File: config.mk
export PLATFORM = sky130hd
export DESIGN_NAME = lc3_run_ctrl_flat
export DESIGN_NICKNAME = d
export VERILOG_FILES = /design/src/rtl/lc3_run_ctrl_pkg.sv /design/src/rtl/lc3_run_ctrl_if.sv /design/src/rtl/lc3_sat_counter.sv /design/src/rtl/lc3_run_ctrl.sv /design/src/flat_wrapper.sv
export SDC_FILE = /design/constraint.sdc
export NUM_CORES = 1
export LEC_CHECK = 0
export BUFFER_PORTS_ARGS = -buffer_cell sky130_fd_sc_hd__clkbuf_2
export CORE_MARGIN = 1.5
export CORE_UTILIZATION = 45
export CTS_CLUSTER_DIAMETER = 30
export DETAILED_ROUTE_END_ITERATION = 6
export HOLD_SLACK_MARGIN = 0.06
export PLACE_DENSITY = 0.79
export SYNTH_ARGS = -nofsm -noshare
export SYNTH_HDL_FRONTEND = slang
export SYNTH_HIERARCHICAL = 1
export SYNTH_SLANG_ARGS = --single-unit
File: constraint.sdc
create_clock -name clk -period 2.6 [get_ports clk]
set_input_delay 0.26 -clock clk [delete_from_list [all_inputs] [get_ports clk]]
set_output_delay 0.26 -clock clk [all_outputs]
set_load 0.01 [all_outputs]
File: src/rtl/lc3_run_ctrl_pkg.sv
// Shared types for the LC-3 run controller: FSM state enum and default counter width.
package lc3_tb_pkg;

  typedef enum logic [2:0] {
    IDLE,
    HOLD,
    RELEASE,
    RUN,
    DONE
  } run_state_e;

  localparam int unsigned CNT_W_DEFAULT = 32;

endpackage

File: src/rtl/lc3_run_ctrl_if.sv
// Control/status bundle between the run controller and whoever launches a run.
// progress/stall exist only when LC3_RUN_CTRL_STALL_DET_EN is defined.
interface lc3_run_ctrl_if
  import lc3_tb_pkg::*;
#(
  parameter int unsigned NUM_DOM = 2,
  parameter int unsigned CNT_W   = CNT_W_DEFAULT
) ();

  logic               start;
  logic               halt_in;
  logic [CNT_W-1:0]   budget;
  logic [NUM_DOM-1:0] dom_rst_n;
  logic               running;
  logic               done;
  logic               timeout;
  logic [CNT_W-1:0]   cycle_cnt;
`ifdef LC3_RUN_CTRL_STALL_DET_EN
  logic               progress;
  logic               stall;

  modport master (output start, halt_in, budget, progress,
                  input  dom_rst_n, running, done, timeout, cycle_cnt, stall);
  modport slave  (input  start, halt_in, budget, progress,
                  output dom_rst_n, running, done, timeout, cycle_cnt, stall);
`else
  modport master (output start, halt_in, budget,
                  input  dom_rst_n, running, done, timeout, cycle_cnt);
  modport slave  (input  start, halt_in, budget,
                  output dom_rst_n, running, done, timeout, cycle_cnt);
`endif

endinterface

File: src/rtl/lc3_sat_counter.sv
// Saturating up-counter with synchronous clear; clear wins over enable.
module lc3_sat_counter #(
  parameter int unsigned W = 8
) (
  input  logic         clk,
  input  logic         rst,
  input  logic         clr,
  input  logic         en,
  output logic [W-1:0] cnt
);

  always_ff @(posedge clk) begin
    if (rst || clr) begin
      cnt <= '0;
    end else if (en && (cnt != {W{1'b1}})) begin
      cnt <= cnt + W'(1);
    end
  end

endmodule

File: src/rtl/lc3_run_ctrl.sv
// Run controller: holds DUT reset domains, releases them staggered, then times the run
// until halt or budget expiry. Stall detection is built when LC3_RUN_CTRL_STALL_DET_EN is defined.
module lc3_run_ctrl
  import lc3_tb_pkg::*;
#(
  parameter int unsigned NUM_DOM  = 2,
  parameter int unsigned HOLD_CYC = 2,
  parameter int unsigned STAGGER  = 1,
  parameter int unsigned CNT_W    = CNT_W_DEFAULT
`ifdef LC3_RUN_CTRL_STALL_DET_EN
  ,
  parameter int unsigned STALL_CYC = 64
`endif
) (
  input logic           clk,
  input logic           rst,
  lc3_run_ctrl_if.slave bus
);

  localparam int unsigned PH_W     = 8;
  localparam int unsigned REL_LAST = STAGGER * (NUM_DOM - 1);

  run_state_e         state, state_n;
  logic [PH_W-1:0]    phase, phase_n;
  logic [CNT_W-1:0]   budget_q, budget_n;
  logic [NUM_DOM-1:0] dom_n;
  logic               timeout_n;
  logic               start_acc;
  logic               budget_hit;
`ifdef LC3_RUN_CTRL_STALL_DET_EN
  localparam int unsigned ST_W = $clog2(STALL_CYC + 1);
  logic [ST_W-1:0]    stall_cnt;
  logic               stall_n;
  logic               stall_hit;
`endif

  // Domains whose release offset has been reached k cycles after RELEASE entry.
  function automatic logic [NUM_DOM-1:0] rel_mask(input logic [PH_W-1:0] k);
    logic [NUM_DOM-1:0] m;
    m = '0;
    for (int unsigned i = 0; i < NUM_DOM; i++) m[i] = (PH_W'(STAGGER * i) <= k);
    return m;
  endfunction

  lc3_sat_counter #(.W(CNT_W)) u_cycle_cnt (
    .clk (clk),
    .rst (rst),
    .clr (start_acc),
    .en  (state == RUN),
    .cnt (bus.cycle_cnt)
  );

`ifdef LC3_RUN_CTRL_STALL_DET_EN
  // Held at zero outside RUN so each run starts with a fresh count.
  lc3_sat_counter #(.W(ST_W)) u_stall_cnt (
    .clk (clk),
    .rst (rst),
    .clr (bus.progress || (state != RUN)),
    .en  (state == RUN),
    .cnt (stall_cnt)
  );
  assign stall_hit = !bus.progress && (stall_cnt == ST_W'(STALL_CYC - 1));
`endif

  assign budget_hit = (budget_q != '0) && (bus.cycle_cnt == budget_q - CNT_W'(1));

  always_ff @(posedge clk) begin
    if (rst) state <= IDLE;
    else     state <= state_n;
  end

  always_comb begin
    state_n   = state;
    phase_n   = phase;
    budget_n  = budget_q;
    dom_n     = bus.dom_rst_n;
    timeout_n = bus.timeout;
    start_acc = 1'b0;
`ifdef LC3_RUN_CTRL_STALL_DET_EN
    stall_n   = bus.stall;
`endif
    unique case (state)
      IDLE, DONE: begin
        if (bus.start) begin
          state_n   = HOLD;
          phase_n   = '0;
          budget_n  = bus.budget;
          dom_n     = '0;
          timeout_n = 1'b0;
          start_acc = 1'b1;
`ifdef LC3_RUN_CTRL_STALL_DET_EN
          stall_n   = 1'b0;
`endif
        end
      end
      HOLD: begin
        if (phase == PH_W'(HOLD_CYC - 1)) begin
          state_n = RELEASE;
          phase_n = '0;
          dom_n   = rel_mask('0);
        end else begin
          phase_n = phase + PH_W'(1);
        end
      end
      RELEASE: begin
        if (phase == PH_W'(REL_LAST)) begin
          state_n = RUN;
        end else begin
          phase_n = phase + PH_W'(1);
          dom_n   = rel_mask(phase + PH_W'(1));
        end
      end
      RUN: begin
        // Priority: halt, then stall, then budget expiry.
        if (bus.halt_in) begin
          state_n = DONE;
`ifdef LC3_RUN_CTRL_STALL_DET_EN
        end else if (stall_hit) begin
          state_n = DONE;
          stall_n = 1'b1;
`endif
        end else if (budget_hit) begin
          state_n   = DONE;
          timeout_n = 1'b1;
        end
      end
      default: state_n = IDLE;
    endcase
  end

  always_ff @(posedge clk) begin
    if (rst) begin
      phase         <= '0;
      budget_q      <= '0;
      bus.dom_rst_n <= '0;
      bus.running   <= 1'b0;
      bus.done      <= 1'b0;
      bus.timeout   <= 1'b0;
`ifdef LC3_RUN_CTRL_STALL_DET_EN
      bus.stall     <= 1'b0;
`endif
    end else begin
      phase         <= phase_n;
      budget_q      <= budget_n;
      bus.dom_rst_n <= dom_n;
      bus.running   <= (state_n == RUN);
      bus.done      <= (state_n == DONE);
      bus.timeout   <= timeout_n;
`ifdef LC3_RUN_CTRL_STALL_DET_EN
      bus.stall     <= stall_n;
`endif
    end
  end

endmodule

File: src/flat_wrapper.sv
// flat-port wrapper written by rule: the top's interface ports become plain ports
module lc3_run_ctrl_flat import lc3_tb_pkg::*;
#(
  parameter int unsigned NUM_DOM  = 2,
  parameter int unsigned HOLD_CYC = 2,
  parameter int unsigned STAGGER  = 1,
  parameter int unsigned CNT_W    = CNT_W_DEFAULT

)
  (clk, rst, bus_start, bus_halt_in, bus_budget, bus_dom_rst_n, bus_running, bus_done, bus_timeout, bus_cycle_cnt);
  lc3_run_ctrl_if #(.NUM_DOM(NUM_DOM), .CNT_W(CNT_W)) bus_i ();
  input logic clk;
  input logic rst;
  input wire logic [$bits(bus_i.start)-1:0] bus_start;
  input wire logic [$bits(bus_i.halt_in)-1:0] bus_halt_in;
  input wire logic [$bits(bus_i.budget)-1:0] bus_budget;
  output wire logic [$bits(bus_i.dom_rst_n)-1:0] bus_dom_rst_n;
  output wire logic [$bits(bus_i.running)-1:0] bus_running;
  output wire logic [$bits(bus_i.done)-1:0] bus_done;
  output wire logic [$bits(bus_i.timeout)-1:0] bus_timeout;
  output wire logic [$bits(bus_i.cycle_cnt)-1:0] bus_cycle_cnt;
  assign bus_i.start = bus_start;
  assign bus_i.halt_in = bus_halt_in;
  assign bus_i.budget = bus_budget;
  assign bus_dom_rst_n = bus_i.dom_rst_n;
  assign bus_running = bus_i.running;
  assign bus_done = bus_i.done;
  assign bus_timeout = bus_i.timeout;
  assign bus_cycle_cnt = bus_i.cycle_cnt;
  lc3_run_ctrl #(.NUM_DOM(NUM_DOM), .HOLD_CYC(HOLD_CYC), .STAGGER(STAGGER), .CNT_W(CNT_W)) u_core (.clk(clk), .rst(rst), .bus(bus_i));
endmodule
# After elaboration in Yosys (flattened, before gate mapping)
# Index checks and enable logic that the tools add are counted.
[totals]
ff_bits = 80
inputBits = 36
out_inout_bits = 37
[op_classes]
n_mux = 20
add_sub_neg = 3
order_cmp = 2
n_eq_ne = 14
n_reduce_logical = 12
[ops]
columns = ["cell", "count"]
rows = [
  ["adder 32 x 1 -> 32 bit (second input constant)", 1],
  ["== test 32 bit", 1],
  ["inequality test 32 bit (second input constant)", 1],
  ["nonzero test 32 bit", 1],
  ["subtractor 32 x 1 -> 32 bit (second input constant)", 1],
  ["2-to-1 mux 8 bit", 3],
  ["case mux 8 bit (3 select lines)", 1],
  ["<= comparator 1 x 8 -> 1 bit (first input constant)", 2],
  ["2-to-1 mux 3 bit", 5],
  ["case mux 3 bit (4 select lines)", 1],
  ["== test 3 x 2 -> 1 bit (second input constant)", 3],
  ["adder 8 x 1 -> 8 bit (second input constant)", 1],
  ["== test 8 x 1 -> 1 bit (second input constant)", 1],
  ["AND reduction 4 bit", 2],
  ["== test 3 bit (second input constant)", 2],
  ["2-to-1 mux 2 bit", 3],
  ["inequality test 2 bit (second input constant)", 3],
  ["case mux 2 bit (3 select lines)", 1],
  ["2-to-1 mux 1 bit", 5],
  ["inequality test 2 x 1 -> 1 bit (second input constant)", 2],
  ["== test 3 x 1 -> 1 bit (second input constant)", 1],
  ["logical NOT 3 bit", 1],
  ["AND reduction 3 bit", 1],
  ["nonzero test 3 bit", 1],
  ["other kinds (6)", 7],
]

# Logic depth before layout (Yosys ltp)
# Gate-level depths: netlist of the first run.
[logic_depth]
depth_word = 7
depth_mapped = 11

# Cells and area by module
# Netlist of the first run, hierarchy kept.
[modules_own_cells]
columns = ["mod", "area_per_inst_um2", "seq_area_each_um2", "instances", "cells_per_inst"]
rows = [
  ["lc3_run_ctrl", 3258.1, 960.9, 1, 431],
  ["lc3_sat_counter", 1681.6, 640.6, 1, 189],
]

# Worst setup path after synthesis of the first run
# OpenSTA, ideal clock, no wires.
[synth_timing]
kind = "reg-to-reg"
startpoint = "reg u_core.budget_q[0]"
endpoint = "reg u_core.state[0]"
period_less_slack_ns = 2.726
path_buffers = 1
path_stages_with_launch = 12
t_arrival_ns = 2.611
required_ns = 2.485
slack_ns = -0.126
path_cell_list = "dfxtp_1 -> clkbuf_2 -> inv_1 -> ha_1 -> or3b_4 -> nor4_2 -> nand2_1 -> o311ai_1 -> nor2_1 -> nor4_2 -> nand4_2 -> o21a_1"
[synth_between]
elab_chain_cells = 6
word_cells_on_any_way = 7
cone_classes = "1 x add/sub; 1 x eq/ne; 3 x mux; 2 x reduce/logical"
[synth_lines]
columns = ["item", "line_no", "text"]
rows = [
  ["start: declaration", "lc3_run_ctrl.sv:25", "logic [CNT_W-1:0] budget_q, budget_n;"],
  ["start signal: assignment", "lc3_run_ctrl.sv:144", "budget_q <= budget_n;"],
  ["subtractor 32 x 1 -> 32 bit", "lc3_run_ctrl.sv:65", "assign budget_hit = (budget_q != '0) && (bus.cycle_cnt == budget_q - CNT_W'(1));"],
  ["== test 32 bit", "lc3_run_ctrl.sv:65", ""],
  ["logical AND 1 bit *", "lc3_run_ctrl.sv:65", ""],
  ["2-to-1 mux 3 bit *", "lc3_run_ctrl.sv:122", "end else if (budget_hit) begin"],
  ["2-to-1 mux 3 bit *", "lc3_run_ctrl.sv:115", "if (bus.halt_in) begin"],
  ["case mux 3 bit (4 select lines) *", "lc3_run_ctrl.sv:82", "unique case (state)"],
  ["end signal: assignment", "lc3_run_ctrl.sv:69", "else state <= state_n;"],
  ["end: declaration", "lc3_run_ctrl.sv:23", "run_state_e state, state_n;"],
]
# Every way passes the cells marked *; elsewhere a longest branch is shown, timed or not.
# A chain may end at the register's enable or synchronous reset.

# Worst setup path after layout of the first run
[layout_timing]
startpoint = "reg u_core.budget_q[0]"
endpoint = "reg u_core.bus.timeout"
[layout_between]
elab_chain_cells = 5
word_cells_on_any_way = 6
cone_classes = "1 x add/sub; 2 x eq/ne; 3 x reduce/logical"
[layout_lines]
columns = ["item", "line_no", "text"]
rows = [
  ["subtractor 32 x 1 -> 32 bit", "lc3_run_ctrl.sv:65", ""],
  ["== test 32 bit", "lc3_run_ctrl.sv:65", ""],
  ["logical AND 1 bit *", "lc3_run_ctrl.sv:65", ""],
  ["inequality test 2 x 1 -> 1 bit (no source line) *", "n/a", ""],
  ["AND reduction 4 bit (no source line) *", "n/a", ""],
  ["end signal: assignment", "lc3_run_ctrl.sv:148", "bus.timeout <= timeout_n;"],
  ["end: declaration", "lc3_run_ctrl_if.sv:30", "output dom_rst_n, running, done, timeout, cycle_cnt);"],
]
# Marks and branches as above.

==> flow_summary.ini, run 1 <==
[logic_synthesis]
async_flop_share = 0
synthesis.area_um2 = 4940
synth_edf_count = 0
yosysWarnings = 6
synth_top_family_by_area = simple AND/OR/NAND/NOR gates
synth_cells = 620
synth_ff_type = dfxtp_1
synth_fa_ha_area_frac = 0.01266
yosys.area.top_type = dfxtp_1
synth_cell_types = 76
synth_nets = 661
netlist_top_cells_area = dfxtp_1 (32%), a21oi_1 (7.2%), nand2_1 (7.1%)
synth_top_area_frac = 0.3242
synthSimpleGateAreaFrac = 0.3245
ys_ff_latch = 80
synth_xor_area_frac = 0.07801
synth-compound-area-share = 0.2034
muxShareOfSynthArea = 0.01013
syn_area_per_cell_um2 = 7.967
seq_area_frac_synth = 0.3242

[global_routing]
grt_max_degree = 35
antenna_found_initial = 0
track_usage = 0.2413
grt.busiest_layer = met2
use_met1 = 0.3228
use_met3 = 0.03692
first_global_vias = 4647
grt_pass1_wl_um = 22470
gr-total-overflow = 0
gr-usage-met2 = 0.3954

[cts]
cts_tree = built
path_clk_slew_ps = 90
postCtsHoldBufs = 0
clk_latency_ps = 350
clk_path_buf_depth = 2
cts_root_buffer = clkbuf_8
cts_sinks = 80
numCtsBuffers = 9
ctsHtreeMaxLevel = 3

[power_and_ir_drop]
p_leak_nw = 2.256
power.share.switching = 0.3093
internal-power_mw = 2.386
p_comb_frac = 0.274
power_frac_clock = 0.332
ir_drop_uv = 315.7
seqPwrFrac = 0.395
p_switching_mw = 1.068
power.density_nw_per_um2 = 576.5

[sta]
fin_ws_ps = -43.86
finalCriticalPeriod_ps = 2644
slew_viol_final = 0
worst_pin_slew_ps = 727.4
setup-violations-final = 4
maxSlewHeadroom = 0.5151
rsz0062_at_grt = yes
clock.fmax_mhz = 378.2
hold_viol = 0
fin_crit_sh = 1.017
skew_ps = 6.657

[drt]
drc = 0
via_per_inst = 5.900
wl_um = 13720
first_pass_iters = 5
num_vias = 5062
wire_per_inst_um = 15.98
drt_iter0_drc = 281
ant_nets = 0

[outcome]
outcome = finished, violations left
violations = negative setup slack

[setup_path]
crit_path_end_kind = flip-flop
cp_max_fo = 6
critPathLaunchType = flip-flop
cp.required_ps = 2860
critical_path_class = reg -> reg
crit_arrival_ps = 2910

[layout]
final_util = 0.5551
fillers = 1006
drive_gt1_frac = 0.2646
syn_to_final_growth_pct = 21.28
stdcell_count = 858
n_antenna_cell = 0
finalNetCount = 754

[hold_path]
hold_path_class = in -> reg

[floorplanning]
die_h_um = 107.8
die_area_um2 = 11610
io_pins = 73
die_w_um = 107.8
start_util = 0.4577
fp-row-count = 38
core_region_area_um2 = 10790

[place]
gp_congestion = 0.9228
io_buffers = 72
dp_hpwl_um = 10230
dp.cells = 838

[run]
cap_violations = 0
==> final timing paths <==
kind / start / endpoint / slack [ps] / depth (start not counted)
max: u_core/budget_q[0]$_SDFFE_PP0P_ / u_core/bus.timeout$_SDFFE_PP0P_ / -40 / 9
min: bus_budget[1] / u_core/budget_q[1]$_SDFFE_PP0P_ / 120 / 3
min reg2reg: u_core/bus.dom_rst_n[0]$_SDFFE_PP0P_ / u_core/bus.dom_rst_n[0]$_SDFFE_PP0P_ / 500 / 2
max reg2reg: u_core/budget_q[0]$_SDFFE_PP0P_ / u_core/bus.timeout$_SDFFE_PP0P_ / -40 / 9
==> per-layer routing <==
| layer | part of all wire | vias up | wire length [um] |
|---|---|---|---|
| met2 | 0.48 | 154 | 6528 |
| met1 | 0.46 | 2414 | 6251 |
| met5 | 0 | - | 0 |
| met4 | 0.019 | 0 | 260 |
| li1 | - | 2468 | - |
| met3 | 0.049 | 26 | 675 |
==> power by group through the flow <==
stage | clock network (mW) | logic, mW | registers, mW
6_report | 1.15 | 0.946 | 1.36
5_1_grt | 1.22 | 1.03 | 1.37
4_1_cts | 1.16 | 0.903 | 1.36
3_5_place_dp | 0 | 0.852 | 1.38
3_3_place_gp | 0 | 0.838 | 1.38
2_1_floorplan | 0 | 0.614 | 1.35
==> state kept, by name, indices dropped and copies added, names as in the netlist <==
name / flops
u_core/budget_q: 32
u_core/u_cycle_cnt/cnt: 32
u_core/phase: 8
u_core/state: 3
u_core/bus.dom_rst_n: 2
u_core/bus.done: 1
u_core/bus.running: 1
u_core/bus.timeout: 1
==> worst max-delay path, cell delays in order (launching register included) <==
cell and delay, ps:
dfxtp_4 370, inv_4 60, ha_4 130, or3b_4 430, or3_4 350, o31ai_2 180, nand4_1 140, nor4_2 350
nand4_2 260, o41ai_2 260
==> synthesized netlist by cell type (all sizes together), types with 12 or more instances <==
library cell / instances
nand2: 95
dfxtp: 80
a21oi: 78
nor2: 30
o21ai: 30
xnor2: 26
or3: 24
nand3: 21
nand4: 18
nor4: 18
xor2: 18
clkbuf: 17
nor3: 15
or4: 14
buf: 13
o31ai: 13
inv: 12
==> layout make-up <==
class                      count  area, um^2  area share
clock buffer                  10       137.6     0.02297
clock inverter                 6       115.1     0.01921
inverter                      13       51.30    0.008563
multi-input combinational    496        3217      0.5370
sequential                    80        1607      0.2682
tap                          140       175.2     0.02924
timing repair buffer         113       688.2      0.1149
==> metrics by stage <==
step | hold slack [ps] | setup slack (ps) | setup TNS, ps | total power [mW] | instance area, um^2
after floorplan | 360.9 | 18.12 | 0 | 1.967 | 4961
final | 118.1 | -43.86 | -129.4 | 3.454 | 5991
after global routing | 107.0 | -252.1 | -1384 | 3.624 | 5991
after global placement | 474.7 | 10.20 | 0 | 2.214 | 5590
after CTS | 110.3 | -55.95 | -55.95 | 3.420 | 5928
after detailed placement | 490.0 | -143.6 | -571.2 | 2.233 | 5590
==> logic make-up (layout without fill, tap and decap cells) <==
family	Yosys count	in the layout
and+or+nand+nor	286	286
AOI/OAI and AO/OA	156	156
DFF	80	80
xor gates and xnor gates	44	44
buffers and inverters	44	142
adders and majority gates	5	5
muxes	5	5
==> what timing repair did <==
item / 4_1_cts / 5_1_grt
endpoints found under the setup margin: 6 / 6
pin swaps: 16 / 10
buffers inserted: 2 / 2
gates resized for setup: 16 / 8
==> placed cells by master, fill, tap and decap left out, types with 4 or more instances in the layout <==
cell type  instances
a21oi_1           71
a21oi_2            7
and3_1             7
and4_1             5
buf_4             38
clkbuf_2          72
clkbuf_8          10
dfxtp_1           78
ha_1               4
inv_1             10
mux2i_1            5
nand2_1           93
nand3_1           21
nand3b_1           4
nand4_1           16
nand4b_1           7
nor2_1            29
nor3_1            12
nor4_1            10
nor4_2             5
o211ai_1           4
o21a_1             4
o21ai_0           19
o21ai_1           10
o31ai_1           10
or2_2              4
or3_1             19
or3_2              4
or4_1             11
xnor2_1           26
xor2_1            18
Note: power is estimated with default switching activity, not from simulation.
==> run 2: changes to the inputs <==
- CELL_PAD_IN_SITES_DETAIL_PLACEMENT: not set -> 1
- CELL_PAD_IN_SITES_GLOBAL_PLACEMENT: not set -> 1
- CORE_UTILIZATION: 45 -> 39
- PLACE_DENSITY: 0.79 -> 0.88
==> run 2 against run 1 <==
  * The run still ends with negative setup slack left
  * Sequential share of layout area decreased by 1.6 points
  * First-iteration DRC count increased by 2.1%
  * Combinational power increased by 17%
  * Cell area increased by 6.2%
  * Clock skew increased by 2.0 ps
  * Via count increased by 5.3%
  * Routed wire length increased by 25%
  * Die area increased by 15%
  * Global-route usage increased by 2.5 points
  * Register-to-register slack improved by 20 ps
  * Critical endpoint is now u_core/bus.running$_SDFF_PP0_
  * Largest cell class unchanged
  * Largest power group is now the clock network
==> flow_summary.ini, run 2 (synthesized netlist as in run 1, its figures left out) <==
[outcome]
outcome = finished, violations left
violations = negative setup slack

[sta]
slew_viol_final = 0
fin_ws_ps = -20.08
hold_viol = 0
rsz0062_at_grt = yes
skew_ps = 8.705
clock.fmax_mhz = 381.7
finalCriticalPeriod_ps = 2620
fin_crit_sh = 1.008
setup-violations-final = 2
worst_pin_slew_ps = 836.5
maxSlewHeadroom = 0.4335

[floorplanning]
start_util = 0.4062
die_w_um = 115.5
fp-row-count = 40
die_area_um2 = 13350
die_h_um = 115.5
core_region_area_um2 = 12160
io_pins = 73

[place]
place_area_um2 = 5798
dp_slack_ps = -113.4
io_buffers = 72
gp_congestion = 0.9464
dp_hpwl_um = 12680

[setup_path]
crit_path_end_kind = flip-flop
critPathCapture = u_core/bus.running$_SDFF_PP0_
slowest_delay_ps = 530
cp_max_fo = 4
rr_endpoint = u_core/bus.running$_SDFF_PP0_
crit_arrival_ps = 2860
rr_worst_depth = 11
cp_common_cell = buf_4
cp.required_ps = 2840
critPathLaunchType = flip-flop
slowest_stage = or4_1
cpLargestDelayFamily = simple AND/OR/NAND/NOR gates
crit_cells = 11
critical_path_class = reg -> reg
startpoint = u_core/budget_q[24]$_SDFFE_PP0P_
reg2reg_slack_ps = -20
path_buf_inv = 3
crit_chain = or4_1 -> buf_4 -> nor4_4 -> buf_4 -> nand4_1 -> o311ai_1 -> nor2_1 -> nor4_2 -> nand4_2 -> buf_6 -> a21o_1
timing.rr.start = u_core/budget_q[24]$_SDFFE_PP0P_

[cts]
clk_latency_ps = 350
clk_path_buf_depth = 2
cts_tree = built
ctsHtreeMaxLevel = 3
cts_root_buffer = clkbuf_16
path_clk_slew_ps = 60
numCtsBuffers = 9
cts_sinks = 80

[drt]
ant_nets = 0
wl_um = 17200
wire_per_inst_um = 18.77
num_vias = 5330
via_per_inst = 5.819
first_pass_iters = 4
drt_iter0_drc = 287
drc = 0

[layout]
finalNetCount = 784
top_regs = u_core/budget_q (32), u_core/u_cycle_cnt/cnt (32), u_core/phase (8)
drive_gt1_frac = 0.2981
fillers = 1530
layout_common_cells = nand2_1 (93), dfxtp_1 (77), clkbuf_2 (72)
final_common_cell = nand2_1
syn_to_final_growth_pct = 28.80
final_util = 0.5231
fin_area_um2 = 6362
n_antenna_cell = 0

[power_and_ir_drop]
power.density_nw_per_um2 = 604.0
ir_drop_uv = 409.0
p_leak_nw = 2.441

[global_routing]
first_global_vias = 5417
antenna_found_initial = 0
gr-total-overflow = 0
track_usage = 0.2666
grt_max_degree = 35
grt_pass1_wl_um = 27830

[hold_path]
hold_path_class = in -> reg
min_from = bus_budget[10]

[run]
cap_violations = 0
[run 2: changes by cell type in the layout (fill, tap and decap cells not counted), moves of 2 or more]
cell,change
dfxtp_2,+2
clkbuf_8,-9
nor3_2,-2
nor4_1,-4
clkbuf_16,+9
buf_4,+31
nor4_4,+4
[run 2: timing repair]
action	CTS	global route
pin swaps	17	12
hold buffers	0	0
gates resized for setup	22	9
buffers inserted	7	4
setup endpoints to repair	6	6
gates cloned	0	0
[run 2: per-stage QoR]
stage | std cells | setup TNS, ps | power, mW | hold WS (ps)
after global routing | 916 | -416.3 | 4.019 | 142.3
after global placement | 889 | -12.58 | 2.291 | 481.5
final | 916 | -22.65 | 3.843 | 135.4
after CTS | 912 | -58.21 | 3.801 | 122.2
after floorplan | 620 | 0 | 1.967 | 360.9
after detailed placement | 889 | -338.3 | 2.331 | 487.3
[run 2: cell type report]
| type | instances | area, um^2 | area share |
|---|---|---|---|
| Clock inverter | 5 | 80.08 | 0.01259 |
| Clock buffer | 11 | 242.7 | 0.03815 |
| Timing Repair Buffer | 143 | 900.9 | 0.1416 |
| Sequential cell | 80 | 1605 | 0.2523 |
| Tap cell | 168 | 210.2 | 0.03304 |
| Inverter | 13 | 48.80 | 0.007670 |
| Multi-Input combinational cell | 496 | 3274 | 0.5147 |
[run 2: how the worst min path moves through the flow]
| stage | endpoint | depth (start not counted) | slack [ps] |
|---|---|---|---|
| after floorplan | u_core/bus.timeout$_SDFFE_PP0P_ | 1 | 360 |
| final | u_core/budget_q[10]$_SDFFE_PP0P_ | 3 | 140 |
| after detailed placement | u_core/bus.dom_rst_n[1]$_SDFFE_PP0P_ | 2 | 490 |
| after CTS | u_core/budget_q[10]$_SDFFE_PP0P_ | 3 | 120 |
| after global placement | u_core/bus.dom_rst_n[1]$_SDFFE_PP0P_ | 2 | 480 |
| after global routing | u_core/budget_q[4]$_SDFFE_PP0P_ | 3 | 140 |
[run 2: per-layer routing]
layer,up-vias,track usage,wire [um]
met3,27,0.04132,766
met1,2645,0.3449,7635
li1,2519,-,-
met5,-,0,0
met2,139,0.4489,8404
met4,0,0.1004,389
[run 2: worst min-delay path, stage by stage]
cell and delay (ps):
clkbuf_2 80, nand2_1 40, a21oi_1 50
[run 2: report_power, final]
part	switching [mW]	total (mW)	internal, mW
Sequential	0.0783	1.36	1.28
Combinational	0.603	1.11	0.507
Clock	0.508	1.37	0.865
Total	1.19	3.84	2.65
==> run 3: changes to the inputs <==
- RECOVER_POWER: not set -> 25
==> run 3 against run 2 <==
  * The flow still finishes with violations (negative setup slack)
  * Total power is 0.17% lower
  * Largest cell class unchanged
  * Largest power group unchanged
  * First-iteration DRC count is 0.35% higher
  * Routed wire length hardly changed
  * Cell area is 0.67% lower
  * Utilization is 0.35 points lower
==> flow_summary.ini, run 3 (synthesized netlist as in run 1, its figures left out) <==
[cts]
ctsHtreeMaxLevel = 3
clk_path_buf_depth = 2
clk_latency_ps = 350
cts_sinks = 80
cts_tree = built
path_clk_slew_ps = 60
numCtsBuffers = 9
cts_root_buffer = clkbuf_16
postCtsHoldBufs = 0

[drt]
ant_nets = 0
drt_iter0_drc = 288
num_vias = 5310
first_pass_iters = 4
drc = 0
wl_um = 17200
drt-met1-wl_um = 7694
top_layer = met4
wl_met3_um = 741
wire_per_inst_um = 18.78
via_per_inst = 5.797
routed-wl-met2_um = 8332

[layout]
finalNetCount = 784
final_util = 0.5197
top_regs = u_core/budget_q (32), u_core/u_cycle_cnt/cnt (32), u_core/phase (8)
final_common_cell = nand2_1
syn_to_final_growth_pct = 27.94
stdcell_count = 916
drive_gt1_frac = 0.2607
n_antenna_cell = 0
layout_common_cells = nand2_1 (93), dfxtp_1 (77), a21oi_1 (71)

[setup_path]
slowest_stage = o311ai_1
slowest_delay_ps = 810
rr_endpoint = u_core/u_cycle_cnt/cnt[28]$_SDFFE_PP0P_
critPathLaunchType = flip-flop
path_buf_inv = 1
timing.rr.start = u_core/u_cycle_cnt/cnt[17]$_SDFFE_PP0P_
cp.required_ps = 2870
cpLargestDelayFamily = compound AO/OA/AOI/OAI gates
cp_max_fo = 10
reg2reg_slack_ps = -40
rr_worst_depth = 6
crit_arrival_ps = 2910
crit_path_end_kind = flip-flop
critical_path_class = reg -> reg
crit_chain = clkbuf_1 -> and4_2 -> nand4_1 -> o311ai_1 -> o21ai_0 -> a21oi_1

[power_and_ir_drop]
p_leak_nw = 2.342
power.density_nw_per_um2 = 607.1
total_power_mw = 3.837
ir_drop_uv = 404.7

[sta]
fin_ws_ps = -39.91
skew_ps = 8.407
hold_ws_ps = 135.9
rsz0062_at_grt = yes
maxSlewHeadroom = 0.3805
hold_viol = 0
finalCriticalPeriod_ps = 2640
fin_crit_sh = 1.015
slew_viol_final = 0
setup-violations-final = 2
clock.fmax_mhz = 378.8
worst_pin_slew_ps = 914.7

[hold_path]
hold_path_class = in -> reg
hold_end = u_core/budget_q[10]$_SDFFE_PP0P_
min_from = bus_budget[10]
whs_path_depth = 3

[floorplanning]
io_pins = 73
die_area_um2 = 13350
core_region_area_um2 = 12160
start_util = 0.4062
die_w_um = 115.5
die_h_um = 115.5
fp-row-count = 40

[global_routing]
grt_pass1_wl_um = 27830
grt_max_degree = 35
track_usage = 0.2666
first_global_vias = 5417
antenna_found_initial = 0
gr-total-overflow = 0

[outcome]
violations = negative setup slack
outcome = finished, violations left

[run]
cap_violations = 0

[place]
dp_hpwl_um = 12680
dp.cells = 889
io_buffers = 72
gp_congestion = 0.9464
-- run 3: layout make-up --
cell class	instances	area, um^2
clock inverters	5	80.08
repair buffers	143	858.3
well taps	168	210.2
inverters	13	48.80
flip-flops and latches	80	1605
multi-input cells	496	3274
fillers	1542	5842
clock buffers	11	242.7
-- run 3: per-stage QoR --
stage | setup TNS (ps) | setup slack, ps | area [um^2]
detailed placement | -338.3 | -113.4 | 5798
global route | -480.7 | -129.8 | 6320
floorplan | 0 | 18.12 | 4961
global placement | -12.58 | -12.58 | 5798
CTS | -58.21 | -27.65 | 6280
finish | -56.73 | -39.91 | 6320
-- run 3: timing repair --
item | CTS | global route
gates cloned | 0 | 0
endpoints found under the setup margin | 6 | 6
buffers inserted | 7 | 4
pin swaps | 17 | 12
gates resized for setup | 22 | 9
-- run 3: metal layers --
metal / global-route usage / vias to the layer above
li1: - / 2521
met1: 0.3449 / 2624
met2: 0.4489 / 134
met5: 0 / -
met4: 0.1004 / 0
met3: 0.04132 / 31
-- run 3: worst max path at each step --
stage	start	endpoint	slack, ps	depth (start not counted)
global route	u_core/budget_q[22]$_SDFFE_PP0P_	u_core/bus.running$_SDFF_PP0_	-130	10
detailed placement	u_core/budget_q[1]$_SDFFE_PP0P_	u_core/bus.timeout$_SDFFE_PP0P_	-110	10
floorplan	u_core/budget_q[0]$_SDFFE_PP0P_	u_core/state[0]$_SDFF_PP0_	20	11
CTS	u_core/budget_q[0]$_SDFFE_PP0P_	u_core/bus.timeout$_SDFFE_PP0P_	-30	9
global placement	u_core/budget_q[1]$_SDFFE_PP0P_	u_core/state[0]$_SDFF_PP0_	-10	10
finish	u_core/u_cycle_cnt/cnt[17]$_SDFFE_PP0P_	u_core/u_cycle_cnt/cnt[28]$_SDFFE_PP0P_	-40	6
-- run 3: power breakdown --
part           switching, mW  internal [mW]  total (mW)
Sequential            0.0781           1.28        1.36
Clock                  0.507          0.865        1.37
Combinational          0.599          0.506        1.10
-- run 3: worst min-delay path: stages --
cell and delay, ps:
clkbuf_2 80, nand2_1 40, a21oi_1 50
